### src/rtl/noc_link_tx_if.sv
// Link transmitter bus bundle: buffer read side plus credit-based link side.
// The master modport is the transmitter; the slave modport is its environment
// (output buffer FIFO and downstream router input).
interface noc_link_tx_if #(
    parameter int unsigned FLIT_W = 16
);
    logic [FLIT_W-1:0] buf_data;
    logic              buf_empty;
    logic              buf_read;
    logic              link_valid;
    logic [FLIT_W-1:0] link_flit;
    logic              link_credit;

    modport master (
        input  buf_data,
        input  buf_empty,
        input  link_credit,
        output buf_read,
        output link_valid,
        output link_flit
    );

    modport slave (
        output buf_data,
        output buf_empty,
        output link_credit,
        input  buf_read,
        input  link_valid,
        input  link_flit
    );
endinterface

### src/rtl/noc_link_tx.sv
// Credit-based link transmitter. Pops flits from the output buffer only while
// the downstream buffer has a free slot, forwards them onto the link two cycles
// after the pop, checks packet framing on the outgoing stream and counts packets.
module noc_link_tx #(
    parameter int unsigned FLIT_W  = 16,
    parameter int unsigned CREDITS = 4,
    parameter int unsigned CNT_W   = 3
) (
    input  logic               clk,
    input  logic               rst,
    noc_link_tx_if.master      lnk,
    output logic [CNT_W-1:0]   credits,
    output logic [7:0]         pkts_sent,
    output logic               frame_err,
    output logic               credit_err,
    output logic               busy
);

    localparam logic [CNT_W-1:0] CreditsFull = CNT_W'(CREDITS);
    localparam logic [CNT_W-1:0] CntOne      = CNT_W'(1);

    // Flit type field: bit 0 marks a head, bit 1 marks a tail.
    localparam logic [1:0] TypeBody   = 2'b00;
    localparam logic [1:0] TypeHead   = 2'b01;
    localparam logic [1:0] TypeTail   = 2'b10;
    localparam logic [1:0] TypeSingle = 2'b11;

    typedef enum logic {StOut, StIn} frame_state_e;

    logic [CNT_W-1:0]  credits_q, credits_d;
    logic              credit_err_q, credit_err_d;
    logic              in_flight_q;
    logic              link_valid_q;
    logic [FLIT_W-1:0] link_flit_q;
    frame_state_e      state_q, state_d;
    logic [7:0]        pkts_q, pkts_d;
    logic              frame_err_q, frame_err_d;
    logic              issue;
    logic [1:0]        flit_type;

    // Held low during reset so no pop can slip out while the pipeline is cleared.
    assign issue     = rst && !lnk.buf_empty && (credits_q != '0);
    assign flit_type = link_flit_q[FLIT_W-1 -: 2];

    assign lnk.buf_read   = issue;
    assign lnk.link_valid = link_valid_q;
    assign lnk.link_flit  = link_flit_q;
    assign credits        = credits_q;
    assign pkts_sent      = pkts_q;
    assign frame_err      = frame_err_q;
    assign credit_err     = credit_err_q;
    assign busy           = link_valid_q || in_flight_q;

    // Credit accounting: reserve on issue, release on returned pulse, saturate at full.
    always_comb begin
        credits_d    = credits_q;
        credit_err_d = credit_err_q;
        case ({lnk.link_credit, issue})
            2'b10: begin
                if (credits_q == CreditsFull) begin
                    credit_err_d = 1'b1;
                end else begin
                    credits_d = credits_q + CntOne;
                end
            end
            2'b01:   credits_d = credits_q - CntOne;
            default: ;
        endcase
    end

    // Credit counter and overflow flag.
    always_ff @(posedge clk or negedge rst) begin
        if (!rst) begin
            credits_q    <= CreditsFull;
            credit_err_q <= 1'b0;
        end else begin
            credits_q    <= credits_d;
            credit_err_q <= credit_err_d;
        end
    end

    // Two-stage read pipeline: issue -> capture buffer data -> drive link.
    always_ff @(posedge clk or negedge rst) begin
        if (!rst) begin
            in_flight_q  <= 1'b0;
            link_valid_q <= 1'b0;
            link_flit_q  <= '0;
        end else begin
            in_flight_q  <= issue;
            link_valid_q <= in_flight_q;
            if (in_flight_q) begin
                link_flit_q <= lnk.buf_data;
            end
        end
    end

    // Framing next state: errors only report; an unexpected head restarts the packet.
    always_comb begin
        state_d     = state_q;
        pkts_d      = pkts_q;
        frame_err_d = frame_err_q;
        if (link_valid_q) begin
            unique case (state_q)
                StOut: begin
                    unique case (flit_type)
                        TypeHead:   state_d = StIn;
                        TypeSingle: pkts_d  = pkts_q + 8'd1;
                        default:    frame_err_d = 1'b1;
                    endcase
                end
                StIn: begin
                    unique case (flit_type)
                        TypeBody: ;
                        TypeTail: begin
                            state_d = StOut;
                            pkts_d  = pkts_q + 8'd1;
                        end
                        TypeHead: frame_err_d = 1'b1;
                        TypeSingle: begin
                            frame_err_d = 1'b1;
                            state_d     = StOut;
                            pkts_d      = pkts_q + 8'd1;
                        end
                        default: ;
                    endcase
                end
                default: state_d = StOut;
            endcase
        end
    end

    // Framing state, packet counter and sticky framing error.
    always_ff @(posedge clk or negedge rst) begin
        if (!rst) begin
            state_q     <= StOut;
            pkts_q      <= 8'd0;
            frame_err_q <= 1'b0;
        end else begin
            state_q     <= state_d;
            pkts_q      <= pkts_d;
            frame_err_q <= frame_err_d;
        end
    end

endmodule

### src/flat_wrapper.sv
// flat-port wrapper written by rule: the top's interface ports become plain ports
module noc_link_tx_flat 
#(
    parameter int unsigned FLIT_W  = 16,
    parameter int unsigned CREDITS = 4,
    parameter int unsigned CNT_W   = 3
)
  (clk, rst, credits, pkts_sent, frame_err, credit_err, busy, lnk_buf_data, lnk_buf_empty, lnk_link_credit, lnk_buf_read, lnk_link_valid, lnk_link_flit);
  noc_link_tx_if #(.FLIT_W(FLIT_W)) lnk_i ();
  input  logic clk;
  input  logic rst;
  output logic [CNT_W-1:0] credits;
  output logic [7:0] pkts_sent;
  output logic frame_err;
  output logic credit_err;
  output logic busy;
  input wire logic [$bits(lnk_i.buf_data)-1:0] lnk_buf_data;
  input wire logic [$bits(lnk_i.buf_empty)-1:0] lnk_buf_empty;
  input wire logic [$bits(lnk_i.link_credit)-1:0] lnk_link_credit;
  output wire logic [$bits(lnk_i.buf_read)-1:0] lnk_buf_read;
  output wire logic [$bits(lnk_i.link_valid)-1:0] lnk_link_valid;
  output wire logic [$bits(lnk_i.link_flit)-1:0] lnk_link_flit;
  assign lnk_i.buf_data = lnk_buf_data;
  assign lnk_i.buf_empty = lnk_buf_empty;
  assign lnk_i.link_credit = lnk_link_credit;
  assign lnk_buf_read = lnk_i.buf_read;
  assign lnk_link_valid = lnk_i.link_valid;
  assign lnk_link_flit = lnk_i.link_flit;
  noc_link_tx #(.FLIT_W(FLIT_W), .CREDITS(CREDITS), .CNT_W(CNT_W)) u_core (.clk(clk), .rst(rst), .lnk(lnk_i), .credits(credits), .pkts_sent(pkts_sent), .frame_err(frame_err), .credit_err(credit_err), .busy(busy));
endmodule
### config.mk
export PLATFORM = sky130hd
export DESIGN_NAME = noc_link_tx_flat
export DESIGN_NICKNAME = d
export VERILOG_FILES = /design/src/rtl/noc_link_tx_if.sv /design/src/rtl/noc_link_tx.sv /design/src/flat_wrapper.sv
export SDC_FILE = /design/constraint.sdc
export NUM_CORES = 1
export LEC_CHECK = 0
export BUFFER_PORTS_ARGS = -buffer_cell sky130_fd_sc_hd__buf_2
export CORE_MARGIN = 5
export CORE_UTILIZATION = 40
export CTS_CLUSTER_SIZE = 12
export DETAILED_ROUTE_END_ITERATION = 7
export PLACE_DENSITY_LB_ADDON = 0.12
export SLEW_MARGIN = 10
export SYNTH_ARGS = -nofsm -noshare
export SYNTH_HDL_FRONTEND = slang
export SYNTH_SLANG_ARGS = --single-unit
### constraint.sdc
create_clock -name clk -period 2.95 [get_ports clk]
set_input_delay 0.4425 -clock clk [delete_from_list [all_inputs] [get_ports clk]]
set_output_delay 0.4425 -clock clk [all_outputs]
set_load 0.05 [all_outputs]
==> impl_metrics.tcl, run 1 <==
set metrics [dict create \
    drt_first_pass_iters 4 \
    fp.dieArea_um2 5020 \
    synthArstFlopShare 1.00 \
    reg2reg_depth 6 \
    power.density_nw_per_um2 1140 \
    grt_usage 0.128 \
    p_total_mw 2.13 \
    fin_crit_sh 0.804 \
    die_y_um 70.9 \
    grt_pass1_wl_um 4990 \
    cap_viol_max_count 0 \
    ir_worst_vdd_v 0.000391 \
    synth_top_area_cell "dfrtp_1" \
    core_area_um2 3630 \
    viasPerCell 4.86 \
    fin_worst_skew_ns 0.00640 \
    synth_seq_cells 32 \
    num_rows 22 \
    initial_utilization 0.408 \
    pin_count 52 \
    netlist_area_um2 1480 \
    gp_congestion 0.846 \
    nets 192 \
    grt_pass1_vias 1092 \
    crit_arrival_ns 2.54 \
    syn_area_per_cell_um2 12.8 \
    detail-route-antenna-nets 0 \
    synth_warnings 0 \
    final-seq-area_um2 802 \
    nFillCells 354 \
    synth_top_area_frac 0.523 \
    synthTopCellsByArea "dfrtp_1, mux2_2, xor2_1, dfstp_2, xnor2_1" \
    vias 1064 \
    p_leak_nw 0.918 \
    finalCriticalPeriod_ns 2.37 \
    clock.fmax_ghz 0.422 \
    diodes 0 \
    cts_tree "yes" \
    ctsHoldBuffers 0 \
    synth_cells 116 \
    final_layout_size_suffix_gt1_frac 0.497 \
    crit_required_ns 3.12 \
    r2r_slack_ns 0.58 \
    hold_ws_ns 0.275 \
    tns_ns 0 \
    syn_nets 138 \
    final_common_cell "buf_2" \
    dp_hpwl_um 2180 \
    start_kind "register" \
    worstSetupPathType "register to register" \
    synth_edf_count 0 \
    dr.first_iter.drc_count 35 \
    worst_pin_slew_ns 0.416 \
    multi_input_area_um2 617 \
    finalHoldViolations 0 \
    grt_start_max_net_pins 36 \
    fin_util 0.512 \
    final_cell_mix "buf_2, dfrtp_1, mux2_2" \
    antenna_found_initial 0 \
    path_clk_slew_ns 0.07 \
    cts_root_buffer "clkbuf_8" \
    postCtsSetupRepairBufs 0 \
    rsz0062_at_grt "no" \
    synth_ff_type "dfrtp_1" \
    drc 0 \
    cts_resized 0 \
    insertion_delay_ns 0.28 \
    wl_per_cell_um 13.3 \
    io_buffers 51 \
    setup_viol 0 \
    synth.distinct_cells 40 \
    ys_seq_area_frac 0.541 \
    cts_htree_levels 2 \
    finalWirelength_um 2920 \
    cp-end-kind "register" \
    hold_path.class "input port to async pin" \
    maxSlewViolCount 0 \
    maxSlewHeadroom 0.723 \
    cts_buffers 5 \
    overflow 0 \
    synthToLayoutAreaGrowth_pct 25.6 \
    cts.path.max_buffers 2 \
    critPathMaxFanout 10 \
    status "completed" \
    fp.dieW_um 70.9 \
    clock_sinks 32 \
]
## layer usage
| layer | vias to the layer above | global-route usage | wire, µm |
|---|---|---|---|
| met3 | 6 | 0.0582 | 266 |
| met5 | - | 0 | 0 |
| met4 | 0 | 0.0605 | 53 |
| li1 | 510 | - | - |
| met2 | 41 | 0.208 | 1360 |
| met1 | 507 | 0.144 | 1250 |
## stage by stage
stage | setup WS, ns | cells | instance area, µm²
3_3_place_gp | 0.565 | 211 | 1770
6_report | 0.579 | 219 | 1860
3_5_place_dp | 0.498 | 211 | 1770
5_1_grt | 0.467 | 219 | 1860
4_1_cts | 0.581 | 219 | 1860
2_1_floorplan | 0.436 | 116 | 1480
## critical path: stages, from the launching register on
cell and delay, ns:
dfstp_2 0.62, nor3_1 0.08, or3_2 0.44, fa_1 0.56, or4bb_1 0.41, o21ai_0 0.08, a21oi_1 0.05
## final timing paths
check | to | startpoint
setup / recovery | u_core.credits[1]$_DFFE_PN0P_ | u_core.credits[2]$_DFFE_PN1P_
hold / removal | u_core.state_q$_DFFE_PN0P_ | rst
setup reg to reg | u_core.credits[1]$_DFFE_PN0P_ | u_core.credits[2]$_DFFE_PN1P_
hold reg to reg | u_core.frame_err$_DFFE_PN0P_ | u_core.frame_err$_DFFE_PN0P_
max in group asynchronous | u_core.credits[2]$_DFFE_PN1P_ | rst
min in group clk | u_core.lnk.link_flit[6]$_DFFE_PN0P_ | lnk_buf_data[6]
## state kept, by name, summed over array words and instances (netlist names)
| register | flops |
|---|---|
| u_core.lnk.link_flit | 16 |
| u_core.credits | 3 |
| u_core.pkts_sent | 8 |
| u_core.lnk.link_valid | 1 |
| u_core.credit_err | 1 |
| u_core.frame_err | 1 |
| u_core.in_flight_q | 1 |
| u_core.state_q | 1 |
## cells in the mapped netlist (all sizes together) (2+ instances only)
cell and n:
nand2 5, nor2 6, buf 6, dfrtp 31
nor3 3, mux2 17, inv 6, nand2b 2
xor2 6, xnor2 3, nand3 3, o211ai 2
a21oi 3
## cell type report
class	count	area share
repair buffers	53	0.145
flip-flops and latches	32	0.431
clock buffers	8	0.0484
well taps	48	0.0323
multi-input cells	72	0.331
inverters	6	0.0121
## logic make-up after synthesis
group                      count (synthesis)  share of synthesized area
and+or+nand+nor                           27                      0.116
buffers and inverters                     12                     0.0430
adders and majority gates                  2                     0.0219
muxes                                     17                      0.129
xor gates and xnor gates                   9                     0.0532
AOI/OAI and AO/OA                         17                     0.0954
DFF                                       32                      0.541
## report_power, final
part | internal, mW | switching [mW]
Sequential | 0.592 | 0.147
Combinational | 0.312 | 0.737
Clock | 0.190 | 0.150
Total | 1.09 | 1.03
Power figures use the tool's default switching activity.
==> run 2: changes to the inputs <==
--- a/config.mk
+++ b/config.mk
@@ -5,6 +5,7 @@
 export SDC_FILE = /design/constraint.sdc
 export NUM_CORES = 1
 export LEC_CHECK = 0
+export ABC_AREA = 1
 export BUFFER_PORTS_ARGS = -buffer_cell sky130_fd_sc_hd__buf_2
 export CORE_MARGIN = 5
 export CORE_UTILIZATION = 40
==> constraint.sdc (replaced) <==
create_clock -name clk -period 2.2 [get_ports clk]
set_input_delay 0.33 -clock clk [delete_from_list [all_inputs] [get_ports clk]]
set_output_delay 0.33 -clock clk [all_outputs]
set_load 0.05 [all_outputs]
==> run 2 against run 1 <==
Core utilization grew 1.4 points. First-iteration DRC count down 8.6%. Non-clock buffer count is the same. Via count shrank 0.66%. Combinational power increased by 30%. Critical path type is now register to output pin. Critical endpoint is now lnk_buf_read.
==> impl_metrics.tcl, run 2 <==
set metrics [dict create \
    start_kind "register" \
    clock.fmax_ghz 0.556 \
    finalWirelength_um 2780 \
    final-seq-area_um2 802 \
    power.density_nw_per_um2 1470 \
    nets 206 \
    synth_cells 126 \
    grt_usage 0.129 \
    synthArstFlopShare 1.00 \
    synth_warnings 0 \
    cp.buffers_inverters 3 \
    reg2reg_depth 8 \
    synth_edf_count 0 \
    worst_path_dominant_cell_family "flip-flops" \
    final_common_cell "buf_2" \
    cts_buffers 5 \
    comb_power_share 0.521 \
    fp.dieW_um 69.3 \
    worstSetupPathType "register to output pin" \
    drt_first_pass_iters 4 \
    finalCriticalPeriod_ns 1.80 \
    final_cell_mix "buf_2, dfrtp_1, nand2_1, inv_1, mux2_2" \
    cts_root_buffer "clkbuf_4" \
    clock_sinks 32 \
    gp_congestion 0.802 \
    io_buffers 51 \
    cp-end-kind "output pin" \
    synth_top_family_by_area "simple AND/OR/NAND/NOR gates" \
    vias 1057 \
    fin_worst_skew_ns 0.00905 \
    crit_required_ns 1.87 \
    synthTopCellsByArea "dfrtp_1, mux2_2, nand2_1, inv_1, nand3_1" \
    cpMostUsedCell "inv_1" \
    synth-compound-area-share 0.0329 \
    final_layout_size_suffix_gt1_frac 0.451 \
    diodes 0 \
    timing.rr.start "u_core.credits[2]$_DFFE_PN1P_" \
    syn_nets 148 \
    cts_tree "yes" \
    syn_area_per_cell_um2 11.2 \
    largest_register_ffs 16 \
    synth_ff_type "dfrtp_1" \
    status "completed" \
    p_leak_nw 0.935 \
    postCtsSetupRepairBufs 0 \
    p_sw_mw 1.34 \
    grt_start_max_net_pins 33 \
    clkPwrFrac 0.118 \
    p_seq_frac 0.361 \
    dr.first_iter.drc_count 32 \
    cpPeakStageDelay_ns 0.56 \
    pin_count 52 \
    synth.distinct_cells 25 \
    tns_ns 0 \
    cts_htree_levels 2 \
    fp.dieArea_um2 4810 \
    detail-route-antenna-nets 0 \
    synth_top_area_frac 0.551 \
    grt_pass1_vias 1082 \
    maxSlewViolCount 0 \
    yosys.area_share.adder 0.0231 \
    sw_frac_of_total 0.514 \
    path_clk_slew_ns 0.10 \
    core_area_um2 3360 \
    wl_per_cell_um 12.1 \
    viasPerCell 4.60 \
    fin_crit_sh 0.818 \
    synth_seq_cells 32 \
    dp_hpwl_um 2090 \
    dp_cells 223 \
    worst_pin_slew_ns 0.403 \
    synth_xor_area_frac 0.0249 \
    cap_viol_max_count 0 \
    post_synth_and_or_nand_nor_area_fraction 0.172 \
    cts_resized 0 \
    netlist_area_um2 1410 \
    initial_utilization 0.419 \
    critPathLaunch "u_core.credits[2]$_DFFE_PN1P_" \
    ctsHoldBuffers 0 \
    crit_arrival_ns 1.47 \
    synthTopCellsByCount "dfrtp_1, nand2_1, inv_1, mux2_2" \
    drc 0 \
    ys_seq_area_frac 0.570 \
    intPower_mw 1.27 \
    timing.critical_path.cells "inv_1 > nand2_1 > nand2_2 > inv_1 > buf_2" \
    fin_cells 230 \
    yosysMostFrequentCell "dfrtp_1" \
    overflow 0 \
    ir_worst_vdd_v 0.000900 \
    cp_slowest_cell "dfstp_2" \
    antenna_found_initial 0 \
    synthToLayoutAreaGrowth_pct 25.7 \
    setup_viol 0 \
    r2r_slack_ns 0.50 \
    maxSlewHeadroom 0.731 \
    insertion_delay_ns 0.32 \
    synth_top_area_cell "dfrtp_1" \
    r2r_end "u_core.credits[2]$_DFFE_PN1P_" \
    num_rows 21 \
    grt_pass1_wl_um 4970 \
    critPathMaxFanout 4 \
    die_y_um 69.3 \
    multi_input_area_um2 537 \
    nFillCells 327 \
    finalHoldViolations 0 \
    synth_mux_area_frac 0.128 \
    hold_path.class "input port to async pin" \
    cts.path.max_buffers 2 \
    rsz0062_at_grt "no" \
]
[run 2: changes by cell type after synthesis, sizes merged, moves of 2 or more]
cell and change:
a21oi -3, buf -4, inv +9, nand2 +21
nand2b -2, nand3 +3, nand4 +5, nor2 +2
nor3 -3, o211ai -2, o21ai +5, xor2 -5
[run 2: cell families (layout without fill, tap and decap cells)]
kind of cell | after synthesis | count (layout)
adders and majority gates | 2 | 2
xor gates and xnor gates | 4 | 4
muxes | 16 | 16
and+or+nand+nor | 47 | 47
buffers and inverters | 17 | 75
AOI/OAI and AO/OA | 8 | 8
DFF | 32 | 32
[run 2: area by class of cell]
type	count	area share
Clock buffer	6	0.0233
Timing Repair Buffer	53	0.153
Clock inverter	1	0.00283
Multi-Input combinational cell	77	0.303
Inverter	15	0.0318
Sequential cell	32	0.453
Tap cell	46	0.0325
[run 2: metrics by stage]
stage / worst slack, ns / power (mW) / util / hold WS [ns] / instance area (µm²)
after floorplan: 0.410 / 2.01 / - / 0.0344 / 1410
after global placement: 0.555 / 2.30 / 0.512 / 0.422 / 1720
after detailed placement: 0.520 / 2.33 / 0.512 / 0.414 / 1720
after CTS: 0.378 / 2.65 / 0.526 / 0.0381 / 1770
after global routing: 0.301 / 2.77 / 0.526 / 0.0564 / 1770
final: 0.401 / 2.61 / 0.526 / 0.0366 / 1770
[run 2: worst max-delay path by stage]
| stage | endpoint | slack (ns) | depth (start not counted) |
|---|---|---|---|
| floorplan | u_core.credits[2]$_DFFE_PN1P_ | 0.41 | 8 |
| global placement | u_core.credits[2]$_DFFE_PN1P_ | 0.56 | 9 |
| detailed placement | u_core.credits[2]$_DFFE_PN1P_ | 0.52 | 8 |
| CTS | lnk_buf_read | 0.38 | 5 |
| global route | lnk_buf_read | 0.30 | 5 |
| finish | lnk_buf_read | 0.40 | 5 |
[run 2: metal layers]
| layer | wire length [µm] | GRT usage | share of wire |
|---|---|---|---|
| met2 | 1320 | 0.198 | 0.48 |
| met3 | 220 | 0.0478 | 0.079 |
| met1 | 1190 | 0.158 | 0.43 |
| met4 | 47 | 0.0651 | 0.017 |
| met5 | 0 | 0 | 0 |
[run 2: worst register-to-register path: cells and delay by family, from the launching register on]
family	cells	cell delay, ns
adders and majority gates	1	0.44
buffers and inverters	2	0.15
DFF	1	0.56
and+or+nand+nor	5	0.49
[run 2: power by group through the flow]
stage	logic [mW]	clock network [mW]	registers, mW
finish	1.36	0.307	0.941
global route	1.45	0.351	0.972
CTS	1.38	0.327	0.943
detailed placement	1.37	0	0.953
global placement	1.36	0	0.941
floorplan	0.405	0	1.61
